==> config.mk <==
export PLATFORM = sky130hd
export DESIGN_NAME = vga_pattern_gen
export DESIGN_NICKNAME = d
export VERILOG_FILES = /design/src/rtl/vga_pattern_gen.sv
export SDC_FILE = /design/constraint.sdc
export NUM_CORES = 1
export LEC_CHECK = 0
export CAP_MARGIN = 20
export CORE_UTILIZATION = 35
export DETAILED_ROUTE_END_ITERATION = 6
export PLACE_DENSITY_LB_ADDON = 0.25
export SYNTH_ARGS = -nofsm -noshare
export SYNTH_HDL_FRONTEND = slang
export SYNTH_SLANG_ARGS = --single-unit
==> constraint.sdc <==
create_clock -name clk -period 5.1 [get_ports clk]
set_clock_uncertainty 0.1 [all_clocks]
set_input_delay 0.51 -clock clk [delete_from_list [all_inputs] [get_ports clk]]
set_output_delay 0.51 -clock clk [all_outputs]
set_load 0.02 [all_outputs]
==> src/rtl/vga_pattern_gen.sv <==
// rtl/vga_pattern_gen.sv - frame-synchronous VGA test-pattern engine with pipeline-aligned syncs
//
// Takes the raw 25 MHz H/V counter values and raw syncs and produces registered sync
// and 4-bit RGB for the VGA DAC, with a fixed 2-clock latency on every output.
// Four patterns (solid green, colour bars, checkerboard, gradient) are selected by a
// push-button or by auto-cycling every PATTERN_FRAMES frames; the pattern only changes
// at frame start.
//
// Ports:
//   clk               25 MHz pixel clock
//   rst_n             asynchronous active-low reset
//   h_count[15:0]     horizontal counter value (0..799 nominal)
//   v_count[15:0]     vertical counter value (0..524 nominal)
//   hsync_in          raw Hsync
//   vsync_in          raw Vsync
//   btn_next          asynchronous push-button, active high: advance pattern
//   auto_en           1 = auto-cycle patterns every PATTERN_FRAMES frames
//   Hsynq, Vsynq      hsync_in / vsync_in delayed 2 clk
//   Red/Green/Blue    4-bit colour, 0 outside the active area
//   mode[1:0]         current pattern index
//
// Build option: define VGA_PATTERN_BOX_EN to overlay a bouncing white BOX_SIZE square
// on every pattern.
module vga_pattern_gen #(
    parameter int H_ACT_START    = 144,
    parameter int H_ACT_END      = 784,
    parameter int V_ACT_START    = 35,
    parameter int V_ACT_END      = 515,
    parameter int PATTERN_FRAMES = 120,
    parameter int BOX_SIZE       = 32
) (
    input  logic        clk,
    input  logic        rst_n,
    input  logic [15:0] h_count,
    input  logic [15:0] v_count,
    input  logic        hsync_in,
    input  logic        vsync_in,
    input  logic        btn_next,
    input  logic        auto_en,
    output logic        Hsynq,
    output logic        Vsynq,
    output logic [3:0]  Red,
    output logic [3:0]  Green,
    output logic [3:0]  Blue,
    output logic [1:0]  mode
);

    localparam logic [15:0] H_S        = 16'(H_ACT_START);
    localparam logic [15:0] H_E        = 16'(H_ACT_END);
    localparam logic [15:0] V_S        = 16'(V_ACT_START);
    localparam logic [15:0] V_E        = 16'(V_ACT_END);
    localparam logic [15:0] FRAME_LAST = 16'(PATTERN_FRAMES - 1);

    logic frame_start;
    logic in_active;

    assign frame_start = (h_count == 16'd0) && (v_count == 16'd0);
    // Out-of-range counter values simply fail these compares and read as blanking.
    assign in_active   = (h_count >= H_S) && (h_count < H_E) &&
                         (v_count >= V_S) && (v_count < V_E);

    // Stage 1: active flag, active-area coordinates, syncs
    logic       s1_active;
    logic       s1_hs;
    logic       s1_vs;
    logic [9:0] s1_x;
    logic [9:0] s1_y;

    always_ff @(posedge clk or negedge rst_n) begin
        if (!rst_n) begin
            s1_active <= 1'b0;
            s1_hs     <= 1'b0;
            s1_vs     <= 1'b0;
            s1_x      <= 10'd0;
            s1_y      <= 10'd0;
        end else begin
            s1_active <= in_active;
            s1_hs     <= hsync_in;
            s1_vs     <= vsync_in;
            s1_x      <= 10'(h_count - H_S);
            s1_y      <= 10'(v_count - V_S);
        end
    end

    // Button: two-flop synchroniser, then rising-edge detect
    logic btn_s1;
    logic btn_s2;
    logic btn_prev;
    logic btn_edge;

    always_ff @(posedge clk or negedge rst_n) begin
        if (!rst_n) begin
            btn_s1   <= 1'b0;
            btn_s2   <= 1'b0;
            btn_prev <= 1'b0;
        end else begin
            btn_s1   <= btn_next;
            btn_s2   <= btn_s1;
            btn_prev <= btn_s2;
        end
    end

    assign btn_edge = btn_s2 & ~btn_prev;

    // Mode sequencing. An edge arriving on the frame_start cycle itself is consumed
    // there rather than parked in pending, so it cannot advance twice.
    logic [15:0] frame_cnt;
    logic        pending;
    logic        advance;

    assign advance = pending | btn_edge | (auto_en & (frame_cnt == FRAME_LAST));

    always_ff @(posedge clk or negedge rst_n) begin
        if (!rst_n) begin
            mode      <= 2'd0;
            frame_cnt <= 16'd0;
            pending   <= 1'b0;
        end else if (frame_start) begin
            if (advance) begin
                mode      <= mode + 2'd1;
                frame_cnt <= 16'd0;
                pending   <= 1'b0;
            end else if (auto_en) begin
                frame_cnt <= frame_cnt + 16'd1;
            end
        end else if (btn_edge) begin
            pending <= 1'b1;
        end
    end

    logic box_hit;

`ifdef VGA_PATTERN_BOX_EN
    localparam logic [9:0]  BOX_X_MAX = 10'(H_ACT_END - H_ACT_START - BOX_SIZE);
    localparam logic [9:0]  BOX_Y_MAX = 10'(V_ACT_END - V_ACT_START - BOX_SIZE);
    localparam logic [10:0] BOX_W     = 11'(BOX_SIZE);

    logic [9:0] box_x;
    logic [9:0] box_y;
    logic       box_dx_neg;
    logic       box_dy_neg;

    // A bounce reverses direction and takes the step in the new direction in the same frame.
    always_ff @(posedge clk or negedge rst_n) begin
        if (!rst_n) begin
            box_x      <= 10'd0;
            box_y      <= 10'd0;
            box_dx_neg <= 1'b0;
            box_dy_neg <= 1'b0;
        end else if (frame_start) begin
            if (!box_dx_neg && box_x == BOX_X_MAX) begin
                box_dx_neg <= 1'b1;
                box_x      <= box_x - 10'd1;
            end else if (box_dx_neg && box_x == 10'd0) begin
                box_dx_neg <= 1'b0;
                box_x      <= box_x + 10'd1;
            end else begin
                box_x <= box_dx_neg ? box_x - 10'd1 : box_x + 10'd1;
            end
            if (!box_dy_neg && box_y == BOX_Y_MAX) begin
                box_dy_neg <= 1'b1;
                box_y      <= box_y - 10'd1;
            end else if (box_dy_neg && box_y == 10'd0) begin
                box_dy_neg <= 1'b0;
                box_y      <= box_y + 10'd1;
            end else begin
                box_y <= box_dy_neg ? box_y - 10'd1 : box_y + 10'd1;
            end
        end
    end

    assign box_hit = (s1_x >= box_x) && ({1'b0, s1_x} < ({1'b0, box_x} + BOX_W)) &&
                     (s1_y >= box_y) && ({1'b0, s1_y} < ({1'b0, box_y} + BOX_W));
`else
    logic unused_y_bits;

    assign box_hit       = 1'b0;
    assign unused_y_bits = ^{s1_y[9], s1_y[4:0]};
`endif

    // Stage 2: colour from stage-1 coordinates and the current mode
    logic [11:0] colour;
    logic [2:0]  bar;

    always_comb begin
        colour = 12'h000;
        bar    = 3'd0;
        for (int i = 1; i < 8; i++) begin
            if (s1_x >= 10'(i * 80)) bar = 3'(i);
        end
        case (mode)
            2'd0:    colour = 12'h0F0;
            // Bar order white..black maps to R=~bar[1], G=~bar[2], B=~bar[0].
            2'd1:    colour = {{4{~bar[1]}}, {4{~bar[2]}}, {4{~bar[0]}}};
            2'd2:    colour = (s1_x[5] ^ s1_y[5]) ? 12'hFFF : 12'h000;
            default: colour = {s1_x[9:6], s1_y[8:5], ~s1_x[9:6]};
        endcase
        if (box_hit) colour = 12'hFFF;
        if (!s1_active) colour = 12'h000;
    end

    always_ff @(posedge clk or negedge rst_n) begin
        if (!rst_n) begin
            Hsynq <= 1'b0;
            Vsynq <= 1'b0;
            Red   <= 4'h0;
            Green <= 4'h0;
            Blue  <= 4'h0;
        end else begin
            Hsynq <= s1_hs;
            Vsynq <= s1_vs;
            Red   <= colour[11:8];
            Green <= colour[7:4];
            Blue  <= colour[3:0];
        end
    end

endmodule

==> results.sh <==
export IMPL_critPathRequiredTime_ns=5.24
export IMPL_seq_area_mm2=0.001226
export IMPL_dr_total_vias=1935
export IMPL_multiInputGateArea_mm2=0.001130
export IMPL_synth_yosys_warnings=0
export IMPL_hold_viol_final=0
export IMPL_cts_made_buffers=5
export IMPL_hp_class="flip-flop to flip-flop"
export IMPL_path_cells="clkdlybuf4s50_1 -> inv_1 -> ha_1 -> nor3b_1 -> nand3_1 -> or4_1 -> or4_1 -> a21oi_1"
export IMPL_critPathLaunchType="input port"
export IMPL_die_h_um=85.62
export IMPL_endpoint_kind="flip-flop"
export IMPL_numPortBuffers=53
export IMPL_p_switching_mw=0.1779
export IMPL_p_leak_nw=1.364
export IMPL_htreeDepth=2
export IMPL_maxSlewHeadroom=0.4952
export IMPL_fillers=640
export IMPL_slew_viol_final=0
export IMPL_synth_edf_count=0
export IMPL_grt_use_met2=0.2815
export IMPL_via_per_inst=5.039
export IMPL_synthesis_nets=292
export IMPL_crit_path_top_delay_cell="or4_1"
export IMPL_async_flop_share=1.000
export IMPL_first_pass_iters=4
export IMPL_grt_usage=0.1576
export IMPL_drt_total_wl_mm=5.049
export IMPL_layout_commonest_cell="clkdlybuf4s50_1"
export IMPL_met3_usage=0.02406
export IMPL_ys_ff_latch=49
export IMPL_die_area_mm2=0.007331
export IMPL_place_ws_ns=1.862
export IMPL_synthDistinctLibCells=42
export IMPL_timing_setup_tns_ns=0
export IMPL_rsz0062_at_grt="false"
export IMPL_max_freq_ghz=0.3417
export IMPL_drc=0
export IMPL_grt_pass1_wl_mm=9.183
export IMPL_layout_nets=348
export IMPL_antenna_cells=0
export IMPL_rows=30
export IMPL_routabilityCongestion=0.8411
export IMPL_antenna_found_initial=0
export IMPL_yosysSeqAreaShare=0.5010
export IMPL_grt_overflow=0
export IMPL_grt_max_degree=50
export IMPL_postCtsResizedCells=0
export IMPL_synthToLayoutAreaGrowth_pct=30.88
export IMPL_drtIter0Drc=74
export IMPL_layout_drive_gt1_share=0.07237
export IMPL_p_clk_frac=0.375
export IMPL_post_route_min_period_ns=2.926
export IMPL_post_dp_hpwl_mm=3.788
export IMPL_cts_sinks=49
export IMPL_top_usage_layer="met2"
export IMPL_timing_final_crit_share=0.5738
export IMPL_swShare=0.2282
export IMPL_p_per_area_mw_per_mm2=243.4
export IMPL_critPathKind="input port to flip-flop"
export IMPL_drv_cap=0
export IMPL_postRouteAntennaNets=0
export IMPL_insertion_delay_ns=0.30
export IMPL_final_cell_mix="clkdlybuf4s50_1, dfrtp_1, nor2_1"
export IMPL_cts_tree="yes"
export IMPL_clockBufferDepth=2
export IMPL_cpPeakStageDelay_ns=0.60
export IMPL_netlist_area_mm2=0.002447
export IMPL_status="completed"
export IMPL_finalSetupViolations=0
export IMPL_setup_ws_ns=2.174
export IMPL_hold_buffers=0
export IMPL_clk_pin_slew_ns=0.09
export IMPL_core_area_mm2=0.006756
export IMPL_p_int_mw=0.6017
export IMPL_power_share_combinational=0.102
export IMPL_cpMostUsedCell="or4_1"
export IMPL_synth_cells=247
export IMPL_cp_max_fo=9
export IMPL_worst_pin_slew_ns=0.7502
export IMPL_die_w_um=85.62
export IMPL_cts_setup_buffers=0
export IMPL_wl_per_cell_um=13.15
export IMPL_crit_arrival_ns=3.06
export IMPL_floorplan_initialDensity=0.3622
export IMPL_final_util=0.4741
export IMPL_grt_pass1_vias=1985
export IMPL_cts_root_buffer="clkbuf_8"
export IMPL_ys_flop_type="dfrtp_1"
export IMPL_ir_worst_vdd_v=0.0001056
export IMPL_seqPwrFrac=0.523
export IMPL_use_met1=0.1902
export IMPL_ios=54
export IMPL_syn_avg_cell_area_um2=9.908
## Yosys cell counts, types with 2 or more instances
cell type  instances  share of area
o31ai_1            3         0.0092
xor2_1             7          0.025
inv_1             17          0.026
nor2_1            21          0.032
o21ai_0           11          0.022
nor4_4             3          0.026
clkbuf_1           6         0.0092
nor3_1             5          0.010
a21o_1             3         0.0092
a31o_2             3          0.011
dfrtp_1           49           0.50
nor4_1             8          0.020
a31oi_1            2         0.0051
o2111ai_1          3          0.011
ha_1               7          0.036
nand2b_1           2         0.0051
a21oi_1           20          0.041
o21ai_1            3         0.0061
nand3_1            7          0.014
xnor2_1            7          0.025
and3_1             4          0.010
nor2b_1            5          0.013
or4_1              5          0.015
nand4_1            5          0.013
nand2_1           19          0.029
mux2_2             2         0.0092
or3_1              5          0.013
## power by group through the flow
stage / Clock [mW] / Sequential [mW] / Combinational (mW)
floorplan: 0 / 0.411 / 0.0327
global placement: 0 / 0.415 / 0.0768
detailed placement: 0 / 0.416 / 0.0778
CTS: 0.302 / 0.408 / 0.0781
global route: 0.318 / 0.410 / 0.0888
finish: 0.293 / 0.408 / 0.0794
## logic make-up after synthesis
group | Yosys count | share of synthesized area
buffers and inverters | 24 | 0.03732
AND/OR/NAND/NOR | 97 | 0.2301
AO/OA/AOI/OAI | 53 | 0.1324
XOR/XNOR | 14 | 0.05010
adder cells (fa/ha/maj) | 8 | 0.03988
flip-flops | 49 | 0.5010
multiplexers | 2 | 0.009202
## final timing paths
check / from / end / cells after the start / slack (ns)
worst max-delay path: h_count[4] / frame_cnt[14] / 8 / 2.17
worst min-delay path: btn_s1 / btn_s2 / 0 / 0.26
worst max register to register: frame_cnt[11] / frame_cnt[10] / 6 / 2.65
worst min register to register: btn_s1 / btn_s2 / 0 / 0.26
max in group asynchronous: rst_n / frame_cnt[0] / 3 / 3.95
min in group asynchronous: rst_n / Green[1] / 2 / 0.47
## layout make-up
cell class | count | share of cell area
flip-flops and latches | 49 | 0.3828
multi-input cells | 174 | 0.3527
repair buffers | 56 | 0.1758
well taps | 80 | 0.03125
clock buffers | 6 | 0.02578
inverters | 17 | 0.01992
clock inverters | 2 | 0.01172
## through the flow
| step | total power, mW | area [um^2] | instances | hold slack [ns] |
|---|---|---|---|---|
| final | 0.7796 | 3203 | 384 | 0.2569 |
| after global routing | 0.8162 | 3203 | 384 | 0.2726 |
| after CTS | 0.7877 | 3173 | 382 | 0.2585 |
| after detailed placement | 0.4934 | 3053 | 374 | 0.2379 |
| after global placement | 0.4922 | 3053 | 374 | 0.2325 |
| after floorplan | 0.4436 | 2447 | 247 | 0.1144 |
## state kept, by name (all words and copies together), names as in the netlist
name,count
Blue,4
Green,4
Hsynq,1
Red,4
Vsynq,1
btn_prev,1
btn_s1,1
btn_s2,1
frame_cnt,16
mode,2
pending,1
s1_active,1
s1_hs,1
s1_vs,1
s1_x,6
s1_y,4
## critical path, delay by kind of cell
kind	cells	cell delay [ns]
adders and majority gates	1	0.20
and+or+nand+nor	4	1.67
buffers and inverters	2	0.53
AOI/OAI and AO/OA	1	0.15
## routing by layer
| metal | up-vias | part of all wire | wire, um |
|---|---|---|---|
| met5 | - | 0 | 0 |
| met4 | 0 | 0.021 | 104 |
| met3 | 9 | 0.018 | 93 |
| met2 | 31 | 0.52 | 2643 |
| met1 | 908 | 0.44 | 2207 |
| li1 | 987 | - | - |
No activity file was read; power rests on OpenSTA's default activity.
==> patch, RTL diff (config.mk and constraints unchanged) <==
The option `VGA_PATTERN_BOX_EN` is turned on by a define.
--- a/src/rtl/vga_pattern_gen.sv
+++ b/src/rtl/vga_pattern_gen.sv
@@ -22,4 +22,6 @@
 // Build option: define VGA_PATTERN_BOX_EN to overlay a bouncing white BOX_SIZE square
 // on every pattern.
+`define VGA_PATTERN_BOX_EN
+
 module vga_pattern_gen #(
     parameter int H_ACT_START    = 144,
Function: changed (Yosys sat finds a counterexample within 4 cycles, from zero or initial values and one cycle with rst_n low).
==> patch against the unedited design <==
Critical path depth up 1. Count of clock-buffer cells in the layout up 7. Setup slack worse by 330 ps. Sequential power up 67%. Via count up 110%. Core utilization down 4.1 points. Area after synthesis up 110%. Wire length up 130%. Power up 88%. Final area up 89%. Non-clock buffer count unchanged. Fmax down 10%. Sequential cell count up 32. Largest cell class is now multi-input gates.
==> patch: results (changes against the unedited design) <==
status: completed
Peak VDD IR: 0.122 mV (+16%)
register area share after synthesis: 0.402 (-0.0987)
root buf cell: clkbuf_16
vias in the first global route: 3976 (+100%)
top post-synthesis cells by area: dfrtp_1, ha_1, xnor2_1, o21ai_0, nand2_1
Util after Layout: 0.433 (-0.0411)
global-route wire length before repair: 19200 um (+110%)
layout cell share with drive strength beyond 1: 0.0468 (-0.0255)
r2r endpoint: Blue[1]
Arr. time, crit path: 3370 ps (+310 ps)
Synth Area in Compound Gates: 0.163 (+0.0305)
Vias/cell: 5.28 (+4.8%)
DP Area: 5750 um^2 (+88%)
FF-to-FF path depth: 10 (+4)
Nets: 679 (+95%)
Post-Layout Cell Count: 778 (+100%)
R2R setup slack: 2010 ps (-640 ps)
Leak: 0.00258 uW (+89%)
Synth cell types: 58 (+38%)
worst slack at placement: 1530 ps (-329 ps)
Tot GR Track Use: 0.167 (+0.00977)
Fin Hold WS: 34.1 ps (-223 ps)
TritonRoute pass-1 iters: 5 (+1)
TritonCTS buffer count: 9 (+4)
largest net degree at the start of global routing: 82 (+64%)
Hold WC Path Type: primary input to async pin
XOR/XNOR Fraction of Synth Area: 0.0747 (+0.0246)
RePlAce Congestion: 0.869 (+3.3%)
post-synth net total: 627 (+110%)
R2R Path Start: box_y[6]
CTS H-tree depth: 3 (+1)
crit-path max FO: 26 (+17)
Rel. slew slack: 0.392 (-0.104)
clk pwr: 648 uW (+120%)
Worst-path clk slew: 60 ps (-30 ps)
Initial DRC Count: 224 (+200%)
clock latency on the worst-skew pair: 340 ps (+40 ps)
## patch: worst max-delay path by stage
stage | start | to | slack [ps] | cells after the start
after floorplan | box_y[6] | Blue[3] | 2520 | 12
after global placement | h_count[4] | box_dy_neg | 1590 | 9
after detailed placement | v_count[0] | mode[1] | 1530 | 8
after CTS | h_count[4] | mode[1] | 1880 | 8
after global routing | h_count[4] | mode[1] | 1640 | 8
final | v_count[0] | box_dy_neg | 1840 | 9
## patch: layout make-up
| cell class | instances | share of cell area |
|---|---|---|
| clock inverter | 3 | 0.00661 |
| tap | 180 | 0.0372 |
| sequential | 81 | 0.335 |
| clock buffer | 13 | 0.0413 |
| inverter | 39 | 0.0242 |
| timing repair buffer | 56 | 0.0930 |
| multi-input combinational | 406 | 0.463 |
## patch: routing by layer
layer  vias to the layer above  GRT usage  share of wire
met4                         0     0.0687          0.021
met1                      1920      0.221           0.47
met3                        20     0.0375          0.052
met5                         -          0              0
li1                       2040          -              -
met2                       128      0.263           0.46
